==> config.mk <==
export PLATFORM = sky130hd
export DESIGN_NAME = fp_special_pipe
export DESIGN_NICKNAME = d
export VERILOG_FILES = /design/src/rtl/fp_pkg.sv /design/src/rtl/fp_classify.sv /design/src/rtl/fp_special_pipe.sv
export SDC_FILE = /design/constraint.sdc
export NUM_CORES = 1
export LEC_CHECK = 0
export ABC_AREA = 0
export CAP_MARGIN = 30
export CORE_MARGIN = 4
export CORE_UTILIZATION = 28
export CTS_CLUSTER_DIAMETER = 80
export DETAILED_ROUTE_END_ITERATION = 10
export PLACE_DENSITY = 0.49
export SYNTH_ARGS = -nofsm -noshare
export SYNTH_HDL_FRONTEND = slang
export SYNTH_HIERARCHICAL = 1
export SYNTH_SLANG_ARGS = --single-unit
==> constraint.sdc <==
create_clock -name clk -period 4.3 [get_ports clk]
set_input_delay 1.075 -clock clk [delete_from_list [all_inputs] [get_ports clk]]
set_output_delay 1.075 -clock clk [all_outputs]
set_load 0.03 [all_outputs]
==> src/rtl/fp_pkg.sv <==
// Shared definitions for the floating-point special-operand front end:
// operand class codes, op codes and a width-generic quiet-NaN builder.
package fp_pkg;

  typedef enum logic [2:0] {
    CLS_ZERO = 3'b000,
    CLS_SUB  = 3'b001,
    CLS_NORM = 3'b011,
    CLS_INF  = 3'b100,
    CLS_NAN  = 3'b110
  } fp_class_e;

  localparam logic [1:0] OP_ADD = 2'b00;
  localparam logic [1:0] OP_SUB = 2'b01;
  localparam logic [1:0] OP_MUL = 2'b10;
  localparam logic [1:0] OP_RSV = 2'b11;

  localparam int FP_MAX_W = 128;

  // Right-aligned canonical qNaN: sign 0, exponent all-ones, mantissa MSB only.
  function automatic logic [FP_MAX_W-1:0] fp_qnan(input int exp_w, input int man_w);
    logic [FP_MAX_W-1:0] r;
    r = '0;
    for (int i = 0; i < FP_MAX_W; i++) begin
      if ((i >= man_w - 1) && (i < man_w + exp_w)) r[i] = 1'b1;
    end
    return r;
  endfunction

endpackage

==> src/rtl/fp_classify.sv <==
// Combinational operand classifier (zero/subnormal/normal/inf/NaN).
// Build option FP_SUBNORMAL_FLUSH_EN classifies subnormals as zero.
module fp_classify
  import fp_pkg::*;
#(
  parameter int EXP_W = 8,
  parameter int MAN_W = 23
) (
  input  logic [EXP_W-1:0] exp_i,
  input  logic [MAN_W-1:0] man_i,
  output logic [2:0]       class_o
);

  always_comb begin
    class_o = CLS_NORM;
    if (exp_i == '0) begin
      if (man_i == '0) begin
        class_o = CLS_ZERO;
      end else begin
`ifdef FP_SUBNORMAL_FLUSH_EN
        class_o = CLS_ZERO;
`else
        class_o = CLS_SUB;
`endif
      end
    end else if (&exp_i) begin
      class_o = (man_i == '0) ? CLS_INF : CLS_NAN;
    end
  end

endmodule

==> src/rtl/fp_special_pipe.sv <==
// Two-stage special-operand resolver for FP add/sub/mul with valid/ready flow,
// sticky invalid flag and saturating special-beat counter. Option: FP_SUBNORMAL_FLUSH_EN.
module fp_special_pipe
  import fp_pkg::*;
#(
  parameter int EXP_W = 8,
  parameter int MAN_W = 23,
  parameter int CNT_W = 16,
  localparam int W = 1 + EXP_W + MAN_W
) (
  input  logic             clk,
  input  logic             rst,
  input  logic             in_valid,
  output logic             in_ready,
  input  logic [W-1:0]     a,
  input  logic [W-1:0]     b,
  input  logic [1:0]       op,
  output logic             out_valid,
  input  logic             out_ready,
  output logic [W-1:0]     out_result,
  output logic             out_special,
  output logic             out_invalid,
  output logic [2:0]       out_class_a,
  output logic [2:0]       out_class_b,
  output logic             flag_invalid,
  input  logic             flag_clr,
  output logic [CNT_W-1:0] special_cnt
);

  localparam logic [FP_MAX_W-1:0] QNAN_FULL = fp_qnan(EXP_W, MAN_W);
  localparam logic [W-1:0]        QNAN      = QNAN_FULL[W-1:0];
  localparam logic [W-2:0]        INF_MAG   = {{EXP_W{1'b1}}, {MAN_W{1'b0}}};

  function automatic logic [CNT_W-1:0] sat_inc(input logic [CNT_W-1:0] c);
    return (&c) ? c : c + 1'b1;
  endfunction

  logic [2:0]       cls_a, cls_b;
  logic             vld_p1_q, vld_p1_d, vld_p2_q, vld_p2_d;
  logic [W-1:0]     a_p1_q, b_p1_q;
  logic [1:0]       op_p1_q;
  logic [2:0]       cla_p1_q, clb_p1_q, cla_p2_q, clb_p2_q;
  logic [W-1:0]     res_d, res_p2_q;
  logic             spc_d, spc_p2_q, inv_d, inv_p2_q;
  logic             flag_q, flag_d;
  logic [CNT_W-1:0] cnt_q, cnt_d;
  logic             adv_p2, acc_in, acc_out;

  fp_classify #(.EXP_W(EXP_W), .MAN_W(MAN_W)) u_cls_a (
    .exp_i(a[W-2:MAN_W]), .man_i(a[MAN_W-1:0]), .class_o(cls_a)
  );
  fp_classify #(.EXP_W(EXP_W), .MAN_W(MAN_W)) u_cls_b (
    .exp_i(b[W-2:MAN_W]), .man_i(b[MAN_W-1:0]), .class_o(cls_b)
  );

  assign adv_p2   = !vld_p2_q || out_ready;
  assign in_ready = !rst && (!vld_p1_q || adv_p2);
  assign acc_in   = in_valid && in_ready;
  assign acc_out  = vld_p2_q && out_ready;

  // Stage 1: register operands, op and classes
  always_ff @(posedge clk) begin
    if (acc_in) begin
      a_p1_q   <= a;
      b_p1_q   <= b;
      op_p1_q  <= op;
      cla_p1_q <= cls_a;
      clb_p1_q <= cls_b;
    end
  end

  always_comb begin
    logic sa, sbe, sm, na, nb, ia, ib, za, zb;
    sa  = a_p1_q[W-1];
    sbe = b_p1_q[W-1] ^ op_p1_q[0];
    sm  = a_p1_q[W-1] ^ b_p1_q[W-1];
    na  = (cla_p1_q == CLS_NAN);
    nb  = (clb_p1_q == CLS_NAN);
    ia  = (cla_p1_q == CLS_INF);
    ib  = (clb_p1_q == CLS_INF);
    za  = (cla_p1_q == CLS_ZERO);
    zb  = (clb_p1_q == CLS_ZERO);
    res_d = '0;
    spc_d = 1'b1;
    inv_d = 1'b0;
    case (op_p1_q)
      OP_ADD, OP_SUB: begin
        if (na || nb) res_d = QNAN;
        else if (ia && ib) begin
          if (sa == sbe) res_d = {sa, INF_MAG};
          else begin
            res_d = QNAN;
            inv_d = 1'b1;
          end
        end
        else if (ia)       res_d = {sa, INF_MAG};
        else if (ib)       res_d = {sbe, b_p1_q[W-2:0]};
        else if (za && zb) res_d = {sa & sbe, {(W-1){1'b0}}};
        else if (za)       res_d = {sbe, b_p1_q[W-2:0]};
        else if (zb)       res_d = a_p1_q;
        else               spc_d = 1'b0;
      end
      OP_MUL: begin
        if (na || nb) res_d = QNAN;
        else if ((ia && zb) || (za && ib)) begin
          res_d = QNAN;
          inv_d = 1'b1;
        end
        else if (ia || ib) res_d = {sm, INF_MAG};
        else if (za || zb) res_d = {sm, {(W-1){1'b0}}};
        else               spc_d = 1'b0;
      end
      default: begin
        res_d = QNAN;
        inv_d = 1'b1;
      end
    endcase
  end

  always_comb begin
    vld_p1_d = vld_p1_q;
    if (acc_in)      vld_p1_d = 1'b1;
    else if (adv_p2) vld_p1_d = 1'b0;
    vld_p2_d = adv_p2 ? vld_p1_q : vld_p2_q;
    flag_d = flag_q;
    cnt_d  = cnt_q;
    if (flag_clr) begin
      flag_d = 1'b0;
      cnt_d  = '0;
    end
    if (acc_out && inv_p2_q) flag_d = 1'b1;
    if (acc_out && spc_p2_q) cnt_d = sat_inc(cnt_d);
  end

  // Stage 2: register the resolved beat; outputs must read zero during reset
  always_ff @(posedge clk) begin
    if (rst) begin
      vld_p1_q <= 1'b0;
      vld_p2_q <= 1'b0;
      res_p2_q <= '0;
      spc_p2_q <= 1'b0;
      inv_p2_q <= 1'b0;
      cla_p2_q <= '0;
      clb_p2_q <= '0;
      flag_q   <= 1'b0;
      cnt_q    <= '0;
    end else begin
      vld_p1_q <= vld_p1_d;
      vld_p2_q <= vld_p2_d;
      flag_q   <= flag_d;
      cnt_q    <= cnt_d;
      if (adv_p2 && vld_p1_q) begin
        res_p2_q <= spc_d ? res_d : '0;
        spc_p2_q <= spc_d;
        inv_p2_q <= inv_d;
        cla_p2_q <= cla_p1_q;
        clb_p2_q <= clb_p1_q;
      end
    end
  end

  assign out_valid    = vld_p2_q;
  assign out_result   = res_p2_q;
  assign out_special  = spc_p2_q;
  assign out_invalid  = inv_p2_q;
  assign out_class_a  = cla_p2_q;
  assign out_class_b  = clb_p2_q;
  assign flag_invalid = flag_q;
  assign special_cnt  = cnt_q;

endmodule

---- Word-level counts from Yosys, hierarchy flattened ----
Cells that the tools add are included.
cells by class
  add/sub/neg operators ................... 1
  multiply operators ...................... 0
  div/mod/pow operators ................... 0
  magnitude comparators ................... 0
  equality and inequality tests ........... 7
  shift operators ......................... 0
  mux-type cells .......................... 47
  bitwise logic cells ..................... 3
  reductions and logical operators ........ 32
operators by type and width
  operator                                        count
  2-to-1 mux 32 bit                               13
  case mux 32 bit (2 select lines)                1
  2-to-1 mux 16 bit                               3
  zero test 23 bit                                2
  2-to-1 mux 1 bit                                22
  adder 16 x 1 -> 16 bit (second input constant)  1
  zero test 8 bit                                 2
  AND reduction 16 bit                            1
  AND reduction 8 bit                             2
  == test 3 bit (second input constant)           4
  2-to-1 mux 3 bit                                4
  logical AND 1 bit                               10
  zero test 3 bit                                 2
  logical OR 1 bit                                6
  2-to-1 mux 2 bit                                2
  case mux 1 bit (2 select lines)                 2
  nonzero test 2 bit                              2
  zero test 1 bit                                 3
  == test 2 x 1 -> 1 bit (second input constant)  1
  == test 2 bit (second input constant)           1
  zero test 2 bit                                 1
  OR reduction 2 bit                              1
  bitwise XOR 1 bit                               2
  AND 1 bit                                       1
  == test 1 bit                                   1
storage, ports and cells
  flip-flop bits (word level) ............. 131
  latch bits .............................. 0
  bits in writable memories ............... 0
  bits in read-only memories .............. 0
  input port bits ......................... 71
  output and inout bits ................... 59
  memories kept ........................... 0

---- Longest topological paths before layout ----
  depth after elaboration ................. 10
  gate-level depth with buffers ........... 8
  gate-level depth less buffers ........... 7

---- Cells and area by module ----
The synthesis kept the hierarchy.
modules (own cells, without submodules)
  module           times used  cells an instance  area an instance (um^2)
  fp_special_pipe  1           460                5416.4
  fp_classify      2           16                 98.8

---- Least setup slack after synthesis ----
No wires, ideal clock.
  path type ............................... input -> register
  start ................................... in rst
  end ..................................... reg a_p1_q[0], enable pin
  arrival time ............................ 3.529 ns
  data required time ...................... 3.862 ns
  setup slack ............................. 0.333 ns
  cell stages on the path ................. 3
  buffers on the path ..................... 1
  cells stage by stage .................... clkbuf_8 -> a21oi_1 -> and2_1
on the way
  longest elaborated chain between the ends .. 3
RTL lines
  item                  RTL line               text
  start, declared       fp_special_pipe.sv:12  input logic rst,
  zero test 1 bit       fp_special_pipe.sv:57  assign in_ready = !rst && (!vld_p1_q || adv_p2);
  logical AND 1 bit     fp_special_pipe.sv:57
  via in_ready          fp_special_pipe.sv:14  output logic in_ready,
  logical AND 1 bit     fp_special_pipe.sv:58  assign acc_in = in_valid && in_ready;
  via acc_in            fp_special_pipe.sv:47  logic adv_p2, acc_in, acc_out;
  end signal, assigned  fp_special_pipe.sv:64  a_p1_q <= a;
  end, declared         fp_special_pipe.sv:40  logic [W-1:0] a_p1_q, b_p1_q;
The timed path passes the listed nets, and every way through them passes these cells.
A chain may end at the register's enable or synchronous reset.

---- Worst setup path in the final report ----
  start ................................... in out_ready
  end ..................................... out in_ready
on the way
  longest elaborated chain between the ends .. 3
RTL lines
  item               RTL line               text
  start, declared    fp_special_pipe.sv:19  input logic out_ready,
  logical OR 1 bit   fp_special_pipe.sv:56  assign adv_p2 = !vld_p2_q || out_ready;
  logical OR 1 bit   fp_special_pipe.sv:57
  logical AND 1 bit  fp_special_pipe.sv:57
  end, declared      fp_special_pipe.sv:14
Every way passes these cells.

==> key figures <==
Power and ir drop
  – Static Leak: 0.00248 µW
  – P per Cell Area: 393 nW/µm²
  – Maximum vdd drop: 0.000249 V

Worst setup path
  – Arrival @ worst endpoint: 2.65 ns
  – Crit-path leading delay family: buffers and inverters
  – CP endpoint: in_ready
  – Crit path depth: 4
  – Worst R2R Setup Slack: 1.67 ns
  – Critical Path RT: 3.22 ns
  – FF-to-FF path depth: 6
  – Reg-to-reg endpoint: out_result[20]$_SDFFE_PP0P_
  – CP max stage cell: clkdlybuf4s50_1
  – Critical Path Sink Type: output port
  – Crit path buf inv count: 2
  – Crit path largest cell delay: 0.71 ns
  – Worst Setup Path Type: input pin to output port
  – Critical Path Source Type: input pin
  – CP max FO: 5
  – Crit path launch: out_ready
  – CP cell instances: clkdlybuf4s50_1 -> nor2b_1 -> a21oi_1 -> clkdlybuf4s50_1
  – Worst path most repeated cell: clkdlybuf4s50_1
  – Reg-to-Reg Start: cla_p1_q[0]$_DFFE_PP_

Synthesis
  – Largest family of logic cells by synthesized area: simple AND/OR/NAND/NOR gates
  – Compound-Gate Fraction of Synth Area: 16.0%
  – Synth Area in XOR/XNOR: 1.87%
  – Cell Area, Synth: 5610 µm²
  – Sequential element share of the synthesized area: 59.5%
  – Adder-cell share of the synthesized area: 0.446%
  – Main synth FF type: edfxtp_1
  – Fraction of registers with async set/reset: 0%
  – Warnings from Yosys: 6
  – Synth area leaders: edfxtp_1, dfxtp_1, a21oi_1, a31oi_1, nand2_1
  – Synthesized Nets: 565
  – Top-area cell type share of the netlist area: 38.5%
  – Synthesized instance count: 492
  – Netlist cell types: 65
  – Area leader, netlist: edfxtp_1
  – Simple-gate portion of the synthesized area: 16.6%
  – Top-count cell post-synth: edfxtp_1
  – Multiplexer share of the synthesized area: 0.379%
  – Flops & latches, synth: 131
  – Most frequent cells after synthesis: edfxtp_1, a21oi_1, dfxtp_1, nand2_1, nor2_1
  – Avg Inst Size Synth: 11.4 µm²
  – Post-synth EDFFs: 72

Min path
  – Hold Path Class: flop to flop
  – Hold path depth: 2

STA
  – Pins Over Slew Limit: 0
  – Final hold violations: 0
  – Final setup violation count: 0
  – RSZ-0062 raised after global routing: no
  – Post-layout minimum cycle time: 3.73 ns
  – Slew margin rel.: 41.3%
  – Worst Clk Skew: 0.00875 ns
  – Highest Clock Rate: 0.268 GHz
  – Setup TNS: 0 ns
  – Worst-margin pin slew: 0.874 ns
  – Final worst slack: 0.575 ns
  – Period utilisation layout: 86.6%

Clocking
  – Clk pin slew, worst setup/hold paths: 0.06 ns
  – CTS root buf: clkbuf_16
  – CTS tree: built
  – Worst-case clock buffer depth: 2
  – CTS buffer count: 17
  – Worst skew pair latency: 0.41 ns
  – CTS resizes: 0
  – Clock sinks: 131
  – Cts hold-fix bufs: 0
  – H-Tree Depth: 4
  – Post-CTS setup buffer count: 0

Outcome
  – Status: completed

Finish
  – Fill cells: 1932
  – Final core utilization: 38.7%
  – P&R area growth vs syn: 35.0%
  – ANT cells: 0
  – Share of cells above drive strength 1: 9.74%
  – Nets: 686

Global routing
  – Grt ovf: 0
  – Total GRT Usage: 13.8%
  – Number of global-route vias before repair: 4418
  – Largest net degree at the start of global routing: 56
  – Initial antenna violation count: 0
  – First-pass GRT wire length: 23700 µm

Die
  – Ports: 130
  – Initial Util: 28.7%
  – Full die area: 22400 µm²
  – Die span in y: 150 µm
  – Core area: 19600 µm²
  – Die width: 150 µm
  – FP Rows: 51

Run
  – Max_cap viols: 0

Route
  – Antenna-violating nets left: 0
  – DRT Pass-1 Iters: 4
  – Iteration-0 DRC count of the detailed router: 267
  – DR vias/cell: 4.88
  – WL/cell: 16.9 µm
  – Remaining DRCs: 0
  – Routed Wire Length: 15000 µm
  – Via count: 4348

Place
  – PortBufs: 129
  – Worst slack, placed: 0.566 ns
  – Placer Congestion: 0.835
  – HPWL after DPL: 11000 µm
## state kept, by name, indices dropped and copies added, names as in the netlist
name	count
op_p1_q	2
flag_invalid	1
special_cnt	16
out_valid	1
a_p1_q	32
cla_p1_q	3
b_p1_q	32
clb_p1_q	3
out_class_a	3
out_invalid	1
out_class_b	3
out_result	32
vld_p1_q	1
out_special	1
## final cells by class
cell class              count  area (µm²)  area share [%]
multi-input cells         322        1990            26.2
well taps                 265         332            4.38
inverters                   7        26.3           0.347
clock buffers              19         454            5.99
repair buffers            134        1340            17.6
flip-flops and latches    131        3340            44.1
clock inverters            13         101            1.34
## cell families after synthesis
logic type / after synthesis
buffers and inverters: 39
adder cells (fa/ha/maj): 2
multiplexers: 2
XOR/XNOR: 12
flip-flops: 131
AO/OA/AOI/OAI: 136
AND/OR/NAND/NOR: 170
## metrics by stage
step	std cells	area, µm²	hold slack, ns	total power [µW]
after detailed placement	859	7020	0.449	1670
after global routing	891	7580	0.482	3100
after floorplan	492	5610	0.492	1540
after CTS	891	7580	0.458	3020
after global placement	859	7020	0.448	1660
final	891	7580	0.453	2980
## power by group
group / internal, µW / leakage, µW / switching [µW]
Clock: 778 / 0.000262 / 560
Combinational: 116 / 0.00106 / 131
Sequential: 1370 / 0.00116 / 23.9
Total: 2260 / 0.00248 / 715
## how the worst min path moves through the flow
stage | from | end | slack [ns]
finish | out_class_a[0]$_SDFFE_PP0P_ | out_class_a[0]$_SDFFE_PP0P_ | 0.45
global route | out_result[5]$_SDFFE_PP0P_ | out_result[5]$_SDFFE_PP0P_ | 0.48
CTS | out_result[1]$_SDFFE_PP0P_ | out_result[1]$_SDFFE_PP0P_ | 0.46
detailed placement | out_result[1]$_SDFFE_PP0P_ | out_result[1]$_SDFFE_PP0P_ | 0.45
global placement | out_result[1]$_SDFFE_PP0P_ | out_result[1]$_SDFFE_PP0P_ | 0.45
floorplan | vld_p1_q$_SDFFE_PP0P_ | out_valid$_SDFFE_PP0N_ | 0.49
## worst min-delay path, delay by kind of cell (launching register included)
kind / cells / cell delay [ns]
DFF: 1 / 0.31
and+or+nand+nor: 1 / 0.05
AOI/OAI and AO/OA: 1 / 0.05
## routing by layer
layer,up-vias,routed length (µm),GRT usage (%)
li1,2119,-,-
met1,2074,6530,17.6
met2,140,7340,22.3
met3,15,965,4.03
met4,0,194,4.81
met5,-,0,0
## layout by cell type, fill, tap and decap left out, types with 9 or more instances in the layout
cell type,count
clkdlybuf4s50_1,128
xnor2_1,9
a21oi_1,61
or3_1,23
nand2_1,41
or4_1,9
clkbuf_16,18
dfxtp_1,59
nor2_1,34
a31oi_1,26
edfxtp_1,72
Power figures use the tool's default switching activity.
